**src/rtl/yx_kz_pkg.sv**
```systemverilog
// yx_kz_pkg: shared constants and types for the run/timing controller.
// Holds the machine-cycle state encoding, beat count and console codes.
// Latency: n/a (declarations only). Backpressure: n/a.
package yx_kz_pkg;

  // Beats per machine cycle (P0..P(N_BEAT-1)); must be at least 2.
  localparam int N_BEAT = 4;
  localparam int BW     = (N_BEAT > 1) ? $clog2(N_BEAT) : 1;

  // Console instruction codes.
  localparam logic [7:0] ZL_QDZ = 8'hFB;  // start at address -> run after KT
  localparam logic [7:0] ZL_YD  = 8'hFD;  // bootstrap        -> run after KT
  localparam logic [7:0] ZL_CZ  = 8'hDF;  // plain console op -> back to STOP

  typedef enum logic [2:0] {
    ST_STOP = 3'd0,
    ST_KT   = 3'd1,
    ST_QZ   = 3'd2,
    ST_JZ   = 3'd3,
    ST_ZX   = 3'd4
  } st_t;

  // True for console codes whose KT cycle hands over to a program run.
  function automatic logic is_run_code(input logic [7:0] code);
    return (code == ZL_QDZ) || (code == ZL_YD);
  endfunction

endpackage

```
**src/rtl/yx_kz_jp_gen.sv**
```systemverilog
// jp_gen: beat counter for one machine cycle, with load, clear, wrap flag, one-hot decode.
// Ports: clk/rst, en (advance), load/load_val (resume beat), clr (back to P0), beat, last, onehot.
// Latency: 1 clock from control to beat. Backpressure: none; holds when en=0.
module jp_gen #(
  parameter int N = 4,
  parameter int W = (N > 1) ? $clog2(N) : 1
) (
  input  logic         clk,
  input  logic         rst,
  input  logic         en,
  input  logic         load,
  input  logic [W-1:0] load_val,
  input  logic         clr,
  output logic [W-1:0] beat,
  output logic         last,
  output logic [N-1:0] onehot
);

  assign last = (beat == W'(N - 1));

  always_ff @(posedge clk) begin
    if (rst) begin
      beat <= '0;
    end else if (load) begin
      beat <= load_val;
    end else if (clr) begin
      beat <= '0;
    end else if (en) begin
      // Wrapping to P0 is what marks the machine-cycle boundary.
      beat <= last ? '0 : beat + W'(1);
    end
  end

  always_comb begin
    onehot       = '0;
    onehot[beat] = 1'b1;
  end

endmodule

```
**src/rtl/yx_kz.sv**
```systemverilog
// yx_kz: run/timing controller sequencing STOP/KT/QZ/JZ/ZX machine cycles of N_BEAT beats.
// Ports: i_m_x clock, rst sync reset, console flags/request/code in; status, beat strobes,
//   latched console code, Z0 clear pulses, interrupt ack and sticky parity-stop indicator out.
// Latency: 1 clock from accepted LS/KTQQ to first beat; all pulses registered, one clock wide.
module yx_kz
  import yx_kz_pkg::*;
(
  input  logic              i_m_x,
  input  logic              rst,
  input  logic              i_TBtj,
  input  logic              i_DP,
  input  logic              i_DZQ,
  input  logic              i_DZL,
  input  logic              i_LS,
  input  logic              i_KTQQ,
  input  logic [7:0]        i_ZLkt,
  input  logic              i_JZ_req,
  input  logic              i_ZD_req,
  input  logic              i_Cjyc,
  output logic              o_YX,
  output logic              o_KTZT,
  output logic              o_QZZT,
  output logic              o_JZZT,
  output logic              o_ZXZT,
  output logic [N_BEAT-1:0] o_P,
  output logic [7:0]        o_KTZL,
  output logic              o_Z0TBtj,
  output logic              o_Z0DP,
  output logic              o_Z0DZQ,
  output logic              o_Z0DZL,
  output logic              o_Z0LS,
  output logic              o_Z0KTQQ,
  output logic              o_ZDXY,
  output logic              o_ERR
);

  st_t            st;
  st_t            sv_st;      // state to resume after a DP/DZQ stop
  logic [BW-1:0]  sv_beat;    // beat to resume after a DP/DZQ stop
  logic           hold;
  logic           stop_req;
  logic           m_dp, m_dzq, m_dzl;

  logic [BW-1:0]     beat;
  logic              last;
  logic [N_BEAT-1:0] onehot;

  logic          running;
  logic          kt_acc, ls_acc;
  logic          sreq_eff;
  logic          stop_err, stop_ie, stop_hold;
  logic          cnt_en, cnt_load, cnt_clr;
  logic [BW-1:0] cnt_load_val;
  logic [BW-1:0] nxt_beat;
  st_t           cyc_nxt;

  // ---------------------------------------------------------------------------
  // Per-clock decisions
  // ---------------------------------------------------------------------------
  always_comb begin
    running  = (st == ST_QZ) || (st == ST_JZ) || (st == ST_ZX);
    kt_acc   = (st == ST_STOP) && i_KTQQ;
    ls_acc   = (st == ST_STOP) && !i_KTQQ && i_LS;
    // A TBtj arriving in the final beat still counts for this instruction.
    sreq_eff = stop_req || i_TBtj;
    nxt_beat = last ? '0 : beat + BW'(1);

    cyc_nxt = ST_STOP;
    case (st)
      ST_QZ:   cyc_nxt = i_JZ_req ? ST_JZ : ST_ZX;
      ST_JZ:   cyc_nxt = i_JZ_req ? ST_JZ : ST_ZX;
      ST_ZX:   cyc_nxt = ST_QZ;
      default: cyc_nxt = ST_STOP;
    endcase

    // Stop priority: parity error, then instruction-end stop, then single-step stops.
    stop_err  = running && i_Cjyc;
    stop_ie   = running && !i_Cjyc && (st == ST_ZX) && last && (sreq_eff || m_dzl);
    stop_hold = running && !i_Cjyc && !stop_ie && (m_dp || (m_dzq && last));

    cnt_en       = running || (st == ST_KT);
    cnt_load     = kt_acc || ls_acc;
    cnt_load_val = (ls_acc && hold) ? sv_beat : '0;
    cnt_clr      = stop_err || stop_ie || stop_hold;
  end

  jp_gen #(
    .N (N_BEAT),
    .W (BW)
  ) u_jp_gen (
    .clk      (i_m_x),
    .rst      (rst),
    .en       (cnt_en),
    .load     (cnt_load),
    .load_val (cnt_load_val),
    .clr      (cnt_clr),
    .beat     (beat),
    .last     (last),
    .onehot   (onehot)
  );

  // ---------------------------------------------------------------------------
  // Machine-cycle FSM with registered pulses
  // ---------------------------------------------------------------------------
  always_ff @(posedge i_m_x) begin
    if (rst) begin
      st       <= ST_STOP;
      sv_st    <= ST_STOP;
      sv_beat  <= '0;
      hold     <= 1'b0;
      stop_req <= 1'b0;
      m_dp     <= 1'b0;
      m_dzq    <= 1'b0;
      m_dzl    <= 1'b0;
      o_KTZL   <= '0;
      o_ERR    <= 1'b0;
      o_Z0TBtj <= 1'b0;
      o_Z0DP   <= 1'b0;
      o_Z0DZQ  <= 1'b0;
      o_Z0DZL  <= 1'b0;
      o_Z0LS   <= 1'b0;
      o_Z0KTQQ <= 1'b0;
      o_ZDXY   <= 1'b0;
    end else begin
      o_Z0TBtj <= 1'b0;
      o_Z0DP   <= 1'b0;
      o_Z0DZQ  <= 1'b0;
      o_Z0DZL  <= 1'b0;
      o_Z0LS   <= 1'b0;
      o_Z0KTQQ <= 1'b0;
      o_ZDXY   <= 1'b0;

      case (st)
        ST_STOP: begin
          if (i_KTQQ) begin
            o_KTZL   <= i_ZLkt;
            o_Z0KTQQ <= 1'b1;
            hold     <= 1'b0;
            st       <= ST_KT;
          end else if (i_LS) begin
            o_Z0LS  <= 1'b1;
            m_dp    <= i_DP;
            m_dzq   <= i_DZQ;
            m_dzl   <= i_DZL;
            o_Z0DP  <= i_DP;
            o_Z0DZQ <= i_DZQ;
            o_Z0DZL <= i_DZL;
            o_ERR   <= 1'b0;
            if (hold) begin
              hold <= 1'b0;
              st   <= sv_st;
            end else begin
              stop_req <= 1'b0;
              st       <= ST_QZ;
            end
          end
        end

        ST_KT: begin
          if (last) begin
            if (is_run_code(o_KTZL)) begin
              m_dp  <= 1'b0;
              m_dzq <= 1'b0;
              m_dzl <= 1'b0;
              st    <= ST_QZ;
            end else begin
              st <= ST_STOP;
            end
          end
        end

        ST_QZ, ST_JZ, ST_ZX: begin
          if (i_TBtj) stop_req <= 1'b1;

          if (stop_err) begin
            st    <= ST_STOP;
            hold  <= 1'b0;
            o_ERR <= 1'b1;
          end else if (stop_ie) begin
            st       <= ST_STOP;
            hold     <= 1'b0;
            o_Z0TBtj <= sreq_eff;
            stop_req <= 1'b0;
          end else if (stop_hold) begin
            st      <= ST_STOP;
            hold    <= 1'b1;
            sv_st   <= last ? cyc_nxt : st;
            sv_beat <= nxt_beat;
          end else if (last) begin
            st <= cyc_nxt;
            if ((st == ST_ZX) && i_ZD_req) o_ZDXY <= 1'b1;
          end
        end

        default: st <= ST_STOP;
      endcase
    end
  end

  // Status lines decode straight from the registered state.
  assign o_YX   = (st == ST_QZ) || (st == ST_JZ) || (st == ST_ZX);
  assign o_KTZT = (st == ST_KT);
  assign o_QZZT = (st == ST_QZ);
  assign o_JZZT = (st == ST_JZ);
  assign o_ZXZT = (st == ST_ZX);
  assign o_P    = (st == ST_STOP) ? '0 : onehot;

endmodule
```
**config.mk**
```make
export PLATFORM = sky130hd
export DESIGN_NAME = yx_kz
export DESIGN_NICKNAME = d
export VERILOG_FILES = /design/src/rtl/yx_kz_pkg.sv /design/src/rtl/yx_kz_jp_gen.sv /design/src/rtl/yx_kz.sv
export SDC_FILE = /design/constraint.sdc
export NUM_CORES = 1
export LEC_CHECK = 0
export BUFFER_PORTS_ARGS = -buffer_cell sky130_fd_sc_hd__buf_2
export CELL_PAD_IN_SITES_DETAIL_PLACEMENT = 1
export CELL_PAD_IN_SITES_GLOBAL_PLACEMENT = 2
export CORE_MARGIN = 4
export CORE_UTILIZATION = 29
export DETAILED_ROUTE_END_ITERATION = 7
export HOLD_SLACK_MARGIN = 0.15
export PLACE_DENSITY_LB_ADDON = 0.1
export SLEW_MARGIN = 20
export SYNTH_ARGS = -nofsm -noshare
export SYNTH_HDL_FRONTEND = slang
export SYNTH_HIERARCHICAL = 1
export SYNTH_SLANG_ARGS = --single-unit
```
**constraint.sdc**
```tcl
create_clock -name i_m_x -period 2.5 [get_ports i_m_x]
set_input_delay 0 -clock i_m_x [delete_from_list [all_inputs] [get_ports i_m_x]]
set_output_delay 0 -clock i_m_x [all_outputs]
set_load 0.01 [all_outputs]
```
# == After elaboration in Yosys (flattened, before gate mapping) ==
# Index checks and enable logic that the tools add are counted.
# Widths: inputs -> output; s select.
# word_totals
regBits,31
latch_bits,0
ram_bits,0
rom_bits,0
in_bits,19
wordCells,137
n_memories,0
# classes
add_sub_neg,1
n_mul,0
n_div,0
order_cmp,2
eq_ne,15
shifts,0
mux,50
n_bitwise,6
reduce_logical,45
# op_table
cell,count
$mux 3,9
$mux 1,25
$eq 8x8->1 const B,2
$logic_and 1x1->1,14
$mux 2,6
$pmux 1 s2,6
$reduce_and 4->1,3
$logic_or 1x1->1,10
$pmux 3 s3,1
$ne 2x2->1 const B,4
$reduce_or 4->1,2
$eq 3x2->1 const B,2
$not 1->1,6
$pmux 3 s2,1
$reduce_or 3->1,2
$reduce_or 6->1,1
$reduce_and 5->1,1
$mux 4,1
$ne 2x1->1 const B,2
$ne 4x4->1 const B,1
$reduce_and 2->1,2
$reduce_bool 2->1,2
$reduce_or 2->1,2
$eq 3x1->1 const B,1
other kinds (11),13

# == Logic depth before layout (Yosys ltp) ==
# depth
depth_word,14
ltp_mapped,8
mapped_depth_nobuf,7

# == Cells and area by module ==
# The synthesis kept the hierarchy.
# modules_own_cells
module,n_inst,cells_each,area_per_inst_um2,seq_area_each_um2
yx_kz,1,178,1437.6,580.6
jp_gen,1,19,172.7,40.0

# == Worst setup path after synthesis ==
# No wires, ideal clock.
# synth_timing
path_type,register -> register
start,register u_jp_gen.beat[0]
end,register sv_beat[0]
arrival_time_ns,1.736
slack_ns,0.694
path_stages_with_launch,6
n_path_buf,1
synth_period_minus_slack_ns,1.806
path_cell_list,dfxtp_1 > ha_1 > clkbuf_1 > a21oi_1 > or4_1 > a21oi_1
# synth_via
elab_chain_cells,7
word_cells_on_any_way,12
cone_classes,add/sub (1); eq/ne (1); mux (1); bitwise (1); reduce/logical (8)
# synth_rtl
element,line_no,text
"start, declared",yx_kz_jp_gen.sv:14,"output logic [W-1:0] beat,"
"start signal, assigned",yx_kz_jp_gen.sv:25,beat <= load_val;
"start signal, assigned",yx_kz_jp_gen.sv:30,beat <= last ? '0 : beat + W'(1);
$eq 2x2->1 (*),yx_kz_jp_gen.sv:19,assign last = (beat == W'(N - 1));
via last,yx_kz.sv:45,logic last;
$logic_and 1x1->1 (2 in series),yx_kz.sv:78,stop_ie = running && !i_Cjyc && (st == ST_ZX) && last && (sreq_eff || m_dzl);
$logic_not 1->1,yx_kz.sv:79,stop_hold = running && !i_Cjyc && !stop_ie && (m_dp || (m_dzq && last));
$logic_and 1x1->1 (2 in series),yx_kz.sv:79,
$reduce_and 4->1 (no source line),--,
"end signal, assigned",yx_kz.sv:188,sv_beat <= nxt_beat;
"end, declared",yx_kz.sv:39,logic [BW-1:0] sv_beat;
# The timed path passes the listed nets; every way through them passes the cells marked *.
# A chain may end at the register's enable or synchronous reset.

# == Final worst setup path ==
# layout_timing
start,register u_jp_gen.beat[0]
end,register st[0]
# layout_via
elab_chain_cells,10
word_cells_on_any_way,15
cone_classes,eq/ne (2); mux (5); reduce/logical (8)
# layout_rtl
element,line_no,text
$eq 2x2->1 (*),yx_kz_jp_gen.sv:19,
via last,yx_kz.sv:45,
$logic_and 1x1->1 (2 in series),yx_kz.sv:78,
$logic_not 1->1,yx_kz.sv:79,
$logic_and 1x1->1 (2 in series),yx_kz.sv:79,
$mux 3,yx_kz.sv:184,end else if (stop_hold) begin
$mux 3,yx_kz.sv:179,end else if (stop_ie) begin
$mux 3,yx_kz.sv:175,if (stop_err) begin
$pmux 3 s3,yx_kz.sv:133,case (st)
"end signal, assigned",yx_kz.sv:151,st <= sv_st;
"end signal, assigned",yx_kz.sv:190,st <= cyc_nxt;
"end, declared",yx_kz.sv:37,st_t st;
# Marks and branches as above.

==> run summary <==
hpwl dp - 3650 um
share of the synthesized area in the top cell type - 0.385
total CTS buffers - 5
Fin Setup TNS - 0 ps
worst hold stages - 3
crit share post-route - 0.799
Seq cells post-synth - 31
first-pass GRT wire length - 7920 um
worst path arrival time - 2140 ps
crit path max fanout - 7
WP buf/inv - 0
drt first pass iters - 4
Die ar. - 6810 um2
sequential-to-total area share from yosys stat - 0.385
CP Data Required Time - 2640 ps
GRT Overall Usage - 0.157
Post-CTS Setup Bufs - 0
initial antenna violation count - 0
Worst-path clk slew - 70 ps
slew at the pin with the worst max-slew slack - 663 ps
# DRC - 0
crit start category - flop
Total Power - 0.00118 W
worst-path cell chain - ha_1, nand4bb_2, o221a_2, a311oi_1, a2111oi_2
Power Density - 564 nW/um2
nets - 274
YS warnings - 6
RSZ-0062 raised after global routing - no
Critical Path End Type - flop
post-synthesis instance total - 197
FF-to-FF setup slack - 500 ps
critical path type - flop to flop
R2R Path End - st[0]
Initial Utilization - 0.307
Syn Nets - 220
Top FF cell, synth - dfxtp_1
GRT overflow - 0
post-route ant nets - 0
CP max stage cell - dfxtp_1
Final Util - 0.399
vias in the first global route - 1620
clk buf depth - 2
Post-synth EDFFs - 0
final setup vio count - 0
Worst Hold Launch - i_LS
die height - 82.5 um
DR vias/cell - 4.98
Post-synth top cells - dfxtp_1, nand2_1, a21oi_1, nor2_1, nor3_1
core area - 5240 um2
most common cell in the netlist - dfxtp_1
main area contributors after synthesis - dfxtp_1, a21oi_1, nand2_1
worst r2r src - u_jp_gen/beat[0]
Max Clock Skew - 6.42 ps
# rows - 26
worst r2r path cells - 5
Hold Crit Class - primary input to flop
Hold EP - st[0]
Clk Latency, worst-skew pair - 280 ps
Max stage delay on crit path - 470 ps
Cell Area, Synth - 1610 um2
VDD IR max - 0.000396 V
CTS tree - built
Pleak - 0.887 nW
hold slack - 189 ps
I/O Pins - 44
cell class contributing the biggest share of worst-path delay - compound AO/OA/AOI/OAI gates
status - complete, no violations
Post-synth ARST share - 0
Layout fillers - 652
max-slew violations - 0
placed insts - 300
final wirelength - 4980 um
Placer Congestion - 0.858
clock sink count - 31
worst rel slew slack - 0.558
Achievable Freq - 501 MHz
area grow syn2layout - 29.9%
initial DRC count - 48
largest net degree at the start of global routing - 29
Routed WL per cell - 15.5 um
Final Hold Vio Count - 0
post-CTS sizing - 0
Avg Cell Area, Syn - 8.17 um2
clk root buf - clkbuf_8
max-cap viol count - 0
share of cells above drive strength 1 - 0.262
post-synth top area cell - dfxtp_1
non-filler cells, final - 322
diode count - 0
fin crit period - 2000 ps
Synth cell types - 50
die width - 82.5 um
CTS hold repair buffers - 14
via count - 1605
H-tree levels - 2
port bufs - 43
==> metrics by stage <==
step                setup WS (ps)  area (um2)
global placement              606        1860
finish                        502        2090
floorplan                     694        1610
global route                  311        2090
CTS                           525        2090
detailed placement            536        1860
==> where the power goes <==
part	switching, W	leakage, nW	total (W)	internal, W
Clock	0.000200	0.0402	0.000394	0.000194
Sequential	0.0000273	0.252	0.000545	0.000518
Combinational	0.000136	0.594	0.000241	0.000104
==> cell families (layout without fill, tap and decap cells) <==
group | Yosys count | after routing | share of synthesized area
DFF | 31 | 31 | 0.385
and+or+nand+nor | 86 | 86 | 0.296
muxes | 2 | 2 | 0.0132
AOI/OAI and AO/OA | 51 | 51 | 0.202
buffers and inverters | 21 | 76 | 0.0614
xor gates and xnor gates | 2 | 2 | 0.0109
adders and majority gates | 4 | 4 | 0.0311
==> worst reg2reg max path, stage by stage, from the launching register on <==
cell	delay, ps
dfxtp_1	470
ha_1	320
nand4bb_2	220
o221a_2	380
a311oi_1	390
a2111oi_2	80
==> how the worst max path moves through the flow <==
stage                startpoint          to  cells past startpoint  slack, ps
2_1_floorplan  u_jp_gen/beat[0]  sv_beat[0]                      5        690
3_3_place_gp              st[0]       m_dzl                      4        610
3_5_place_dp   u_jp_gen/beat[0]       st[0]                      5        540
4_1_cts        u_jp_gen/beat[0]       st[0]                      5        530
5_1_grt        u_jp_gen/beat[0]       st[0]                      5        310
6_report       u_jp_gen/beat[0]       st[0]                      5        500
==> cells in the final DEF (no fill, tap or decap), drive strengths merged, types with 2 or more instances in the layout <==
cell	n
and2	8
ha	4
a311oi	4
inv	9
dlygate4sd3	14
nor2	12
buf	45
clkinvlp	2
nor4	2
a211oi	3
nand4	2
nand2	28
nor3	11
nor2b	4
dfxtp	31
nor3b	4
a21oi	24
and2b	2
and3	2
nand2b	3
or4	2
o21ai	8
o22ai	2
clkbuf	5
==> state kept, by name (all words and copies together) (netlist names), 2 cells and up <==
register       cells
o_KTZL             8
st                 3
u_jp_gen/beat      2
sv_beat            2
sv_st              3
==> layout make-up <==
class | instances | area (um2) | area share
Clock buffer | 5 | 68.8 | 0.0329
Sequential cell | 31 | 621 | 0.297
Timing Repair Buffer | 59 | 370 | 0.177
Clock inverter | 3 | 20.0 | 0.00957
Inverter | 9 | 33.8 | 0.0161
Multi-Input combinational cell | 145 | 891 | 0.426
Tap cell | 70 | 87.6 | 0.0419
==> routing by layer <==
| layer | share of wire | routed length (um) | track usage |
|---|---|---|---|
| met5 | 0 | 0 | 0 |
| met4 | 0.020 | 100 | 0.0588 |
| met3 | 0.045 | 222 | 0.0358 |
| met2 | 0.49 | 2450 | 0.277 |
| met1 | 0.44 | 2210 | 0.183 |
Note: power is estimated with default switching activity, not from simulation.
